[src/rtl/div_error_monitor.sv]
// Recomputes the exact 16/8 quotient/remainder of each sample fed to the approximate array divider
// and accumulates error statistics against it. Ten cycles per in-range sample, two for a rejected one; in_ready is low while busy.
module div_error_monitor #(
    parameter int CNT_W = 32,
    parameter int ACC_W = 40
) (
    input  logic             clk,
    input  logic             rst,
    input  logic             in_valid,
    output logic             in_ready,
    input  logic [15:0]      x,
    input  logic [7:0]       y,
    input  logic [7:0]       q_app,
    input  logic [7:0]       r_app,
    input  logic             clr_stats,
    output logic             done,
    output logic [7:0]       q_exact,
    output logic [7:0]       r_exact,
    output logic [7:0]       last_ed,
    output logic [CNT_W-1:0] sample_cnt,
    output logic [CNT_W-1:0] err_cnt,
    output logic [CNT_W-1:0] skip_cnt,
    output logic [ACC_W-1:0] ed_sum,
    output logic [7:0]       ed_max
);

    typedef enum logic [1:0] {IDLE, CALC, UPD} state_t;

    state_t      state;
    logic [15:0] x_reg;
    logic [7:0]  y_reg;
    logic [7:0]  qa_reg;
    logic [7:0]  ra_reg;
    logic [7:0]  rem;
    logic [7:0]  quo;
    logic [2:0]  idx;
    logic        oor;

    logic             accept;
    logic             in_range;
    logic [8:0]       t;
    logic [8:0]       t_sub;
    logic [7:0]       ed;
    logic             mismatch;
    logic [ACC_W+7:0] sum_ext;
    logic [ACC_W-1:0] sum_next;

    assign accept   = in_valid && in_ready;
    // The quotient only fits in 8 bits when the top dividend byte is below the divisor.
    assign in_range = (y != 8'd0) && (x[15:8] < y);

    assign t        = {rem, x_reg[idx]};
    assign t_sub    = t - {1'b0, y_reg};

    assign ed       = (qa_reg >= quo) ? (qa_reg - quo) : (quo - qa_reg);
    assign mismatch = (qa_reg != quo) || (ra_reg != rem);

    // Widened add so a narrow accumulator still saturates on a large distance.
    assign sum_ext  = {8'd0, ed_sum} + {{ACC_W{1'b0}}, ed};
    assign sum_next = (sum_ext[ACC_W+7:ACC_W] != 8'd0) ? {ACC_W{1'b1}} : sum_ext[ACC_W-1:0];

    function automatic logic [CNT_W-1:0] inc_sat(input logic [CNT_W-1:0] v);
        return (v == {CNT_W{1'b1}}) ? v : v + {{(CNT_W-1){1'b0}}, 1'b1};
    endfunction

    always_ff @(posedge clk) begin
        if (rst) begin
            state      <= IDLE;
            in_ready   <= 1'b1;
            done       <= 1'b0;
            x_reg      <= '0;
            y_reg      <= '0;
            qa_reg     <= '0;
            ra_reg     <= '0;
            rem        <= '0;
            quo        <= '0;
            idx        <= '0;
            oor        <= 1'b0;
            q_exact    <= '0;
            r_exact    <= '0;
            last_ed    <= '0;
            sample_cnt <= '0;
            err_cnt    <= '0;
            skip_cnt   <= '0;
            ed_sum     <= '0;
            ed_max     <= '0;
        end else begin
            done <= 1'b0;
            case (state)
                IDLE: begin
                    if (accept) begin
                        x_reg    <= x;
                        y_reg    <= y;
                        qa_reg   <= q_app;
                        ra_reg   <= r_app;
                        rem      <= x[15:8];
                        quo      <= '0;
                        idx      <= 3'd7;
                        oor      <= !in_range;
                        in_ready <= 1'b0;
                        state    <= in_range ? CALC : UPD;
                    end
                end
                CALC: begin
                    if (t >= {1'b0, y_reg}) begin
                        quo[idx] <= 1'b1;
                        rem      <= t_sub[7:0];
                    end else begin
                        rem      <= t[7:0];
                    end
                    if (idx == 3'd0) begin
                        state <= UPD;
                    end else begin
                        idx <= idx - 3'd1;
                    end
                end
                UPD: begin
                    done     <= 1'b1;
                    in_ready <= 1'b1;
                    state    <= IDLE;
                    if (oor) begin
                        skip_cnt <= inc_sat(skip_cnt);
                    end else begin
                        q_exact    <= quo;
                        r_exact    <= rem;
                        last_ed    <= ed;
                        sample_cnt <= inc_sat(sample_cnt);
                        if (mismatch) begin
                            err_cnt <= inc_sat(err_cnt);
                        end
                        ed_sum <= sum_next;
                        if (ed > ed_max) begin
                            ed_max <= ed;
                        end
                    end
                end
                default: begin
                    state    <= IDLE;
                    in_ready <= 1'b1;
                end
            endcase
            // Placed last so a clear on the update edge discards that sample's update.
            if (clr_stats) begin
                q_exact    <= '0;
                r_exact    <= '0;
                last_ed    <= '0;
                sample_cnt <= '0;
                err_cnt    <= '0;
                skip_cnt   <= '0;
                ed_sum     <= '0;
                ed_max     <= '0;
            end
        end
    end

endmodule
[config.mk]
export PLATFORM = sky130hd
export DESIGN_NAME = div_error_monitor
export DESIGN_NICKNAME = d
export VERILOG_FILES = /design/src/rtl/div_error_monitor.sv
export SDC_FILE = /design/constraint.sdc
export NUM_CORES = 1
export LEC_CHECK = 0
export BUFFER_PORTS_ARGS = -buffer_cell sky130_fd_sc_hd__clkbuf_2
export CORE_ASPECT_RATIO = 1.2
export CORE_UTILIZATION = 40
export CTS_CLUSTER_DIAMETER = 60
export DETAILED_ROUTE_END_ITERATION = 8
export GPL_TIMING_DRIVEN = 0
export SYNTH_ARGS = -nofsm -noshare
export SYNTH_HDL_FRONTEND = slang
export SYNTH_SLANG_ARGS = --single-unit
[constraint.sdc]
create_clock -name clk -period 12 [get_ports clk]
set_input_delay 1.8 -clock clk [delete_from_list [all_inputs] [get_ports clk]]
set_output_delay 1.8 -clock clk [all_outputs]
set_load 0.005 [all_outputs]
==> impl_metrics.toml <==
[floorplanning]
initial_core_util_pct = 40.8
die_x_um = 156
core_um2 = 28000
fp.dieH_um = 187
ios = 214
rows = 67
dieArea_um2 = 29200

[sta]
slew_viol_final = 0
fin_crit_sh_pct = 47.6
worst_slack_ns = 6.28
setup-violations-final = 0
fin_skew_ns = 0.0127
fin_hold_ws_ns = 0.453
rsz0062_at_grt = "no"
hold_viol = 0
max_freq_ghz = 0.175
finalSetupTns_ns = 0
tightest_slew_ns = 1.19
fin_crit_ns = 5.72
slew_headroom_pct = 20.4

[global_routing]
overflow = 0
grt_start_max_net_pins = 15
grt_pass1_wl_mm = 53.7
track_usage_pct = 22.9
antenna_found_initial = 0
grt_pass1_vias = 10100

[clocking]
cts_inserted_buffers = 27
cts_sinks = 224
cts_buffer_depth = 3
root_buffer = "clkbuf_16"
cts_tree = "built"
h-tree-depth = 1
holdBufCountCts = 0
cts_setup_buffers = 0
insertion_delay_ns = 0.53
ctsResizeCount = 0
clkTransAtPathRegs_ns = 0.06

[setup_path]
slowest_stage = "nor2_1"
worst_setup_path_end_kind = "flip-flop"
worstPathCellList = "inv_1 > ha_1 > buf_2 > a21oi_1 > o21ai_0 > nor2_1 > mux2_2 > or3_1 > and2_1 > ha_1 > a2111oi_0 > a22oi_1 > and3_1 > clkbuf_1 > nand3_1 > clkbuf_1 > a21oi_1"
required_ns = 12.37
crit_type = "flip-flop to flip-flop"
path_buf_inv = 4
crit_path_max_incr_delay_ns = 0.56
crit_fanout = 10
critPathLaunchType = "flip-flop"
path_delay_family = "simple AND/OR/NAND/NOR gates"
worstPathArrival_ns = 6.08

[synth]
synthCells = 1410
ys_seq_elements = 224
synth_most_common_cell = "dfxtp_1"
syn-cell-area_um2 = 11400
synthTopCellsByArea = "dfxtp_1, a21oi_1, nand2_1"
synth_warnings = 0
synth-async-reset-ratio_pct = 0
netlist.area_leader.share_pct = 39.3
synth_fp_nets = 1509
synth-main-ff-cell = "dfxtp_1"
yosysSeqAreaShare_pct = 39.3
yosys.area.top_type = "dfxtp_1"
syn_avg_cell_area_um2 = 8.10
synth_common_cells = "dfxtp_1, nand2_1, a21oi_1, nor2_1, inv_1"
synth_edf_count = 0
synth_cell_type_count = 68

[final_layout]
n_antenna_cell = 0
largest_register_ffs = 40
nets = 1751
top_register = "ed_sum"
drive_above_1_share_pct = 16.9
area_growth_pct = 21.5

[routing]
drcViolationCount = 0
viasPerCell = 5.29
via_count = 10800
ant_nets = 0
wirelength_mm = 33.8
first_pass_iters = 5
avgRoutedWirePerCell_um = 16.5
first_iter_violations = 623

[power_and_ir_drop]
power.static_leakage_nw = 5.30
ir_drop_mv = 0.0895
power_density_nw_per_um2 = 145

[placed_design]
post-dp-hpwl_mm = 26.0
numPortBuffers = 213
gp_congestion = 0.937
dp_slack_ns = 6.40

[hold_path]
min_path_type = "flip-flop to flip-flop"

[flow_run]
drv_cap = 0

[status]
outcome = "completed"
## routing by layer
layer | wire length [µm] | GRT usage, %
met5 | 0 | 0
met4 | 670 | 5.62
met3 | 1670 | 3.17
met2 | 16400 | 40.1
met1 | 15000 | 29.3
## report_power, final
part | leakage, nW | total (W) | switching [W] | internal (W)
logic | 3.04 | 0.000381 | 0.000239 | 0.000142
clock network | 0.446 | 0.000842 | 0.000329 | 0.000513
registers | 1.81 | 0.000790 | 0.0000238 | 0.000766
total | 5.30 | 0.00201 | 0.000591 | 0.00142
## final timing paths
check	startpoint	to	slack (ns)	depth (start not counted)
setup / recovery	qa_reg[5]$_SDFFE_PP0P_	ed_sum[34]$_SDFFE_PP0P_	6.28	17
hold / removal	x_reg[2]$_SDFFE_PP0P_	x_reg[2]$_SDFFE_PP0P_	0.45	2
setup reg to reg	qa_reg[5]$_SDFFE_PP0P_	ed_sum[34]$_SDFFE_PP0P_	6.28	17
hold reg to reg	x_reg[2]$_SDFFE_PP0P_	x_reg[2]$_SDFFE_PP0P_	0.45	2
## metrics by stage
step,std cells,utilization (%),total power (W),cell area (µm²)
CTS,2047,49.5,0.00203,13900
floorplan,1410,-,0.00107,11400
global placement,2002,46.3,0.00118,13000
detailed placement,2002,46.3,0.00118,13000
global route,2047,49.5,0.00211,13900
finish,2047,49.5,0.00201,13900
## cell families (layout without fill, tap and decap cells)
group	Yosys count	count (layout)	share of synthesized area, %
muxes	22	22	2.16
and+or+nand+nor	577	577	24.8
DFF	224	224	39.3
adders and majority gates	55	55	6.29
buffers and inverters	143	401	4.80
AOI/OAI and AO/OA	281	281	14.4
xor gates and xnor gates	108	108	8.28
## worst reg2reg max path, cell delays in order (launching register included)
cell and delay (ns):
dfxtp_1 0.38, inv_1 0.07, ha_1 0.28, buf_2 0.17, a21oi_1 0.44, o21ai_0 0.24
nor2_1 0.56, mux2_2 0.42, or3_1 0.38, and2_1 0.21, ha_1 0.34, a2111oi_0 0.49
a22oi_1 0.22, and3_1 0.24, clkbuf_1 0.23, nand3_1 0.38, clkbuf_1 0.41, a21oi_1 0.12
## placed cells by master (no fill, tap or decap), types with 5 or more instances in the layout
master,count
dfxtp_1,224
clkbuf_2,213
nand2_1,180
a21oi_1,143
nor2_1,115
inv_1,78
nand3_1,72
clkbuf_1,60
xnor2_1,55
xor2_1,53
ha_1,51
o21ai_0,50
nand4_1,41
nor3_1,41
or3_1,33
clkbuf_16,27
and3_1,24
mux2i_1,19
a31oi_1,15
and4_1,11
nor4_1,11
o21a_1,9
or4_1,9
nand2b_1,8
o211ai_1,7
a211oi_1,7
o31ai_1,7
buf_2,6
nor2b_1,6
a21o_1,6
or2_2,5
## layout make-up
| class | instances | area, µm² |
|---|---|---|
| Sequential cell | 224 | 4480 |
| Timing Repair Buffer | 213 | 1070 |
| Tap cell | 379 | 474 |
| Buffer | 65 | 255 |
| Fill cell | 2850 | 14100 |
| Inverter | 78 | 293 |
| Clock inverter | 12 | 193 |
| Multi-Input combinational cell | 1043 | 6390 |
| Clock buffer | 33 | 718 |
(Power assumes the default switching activity.)
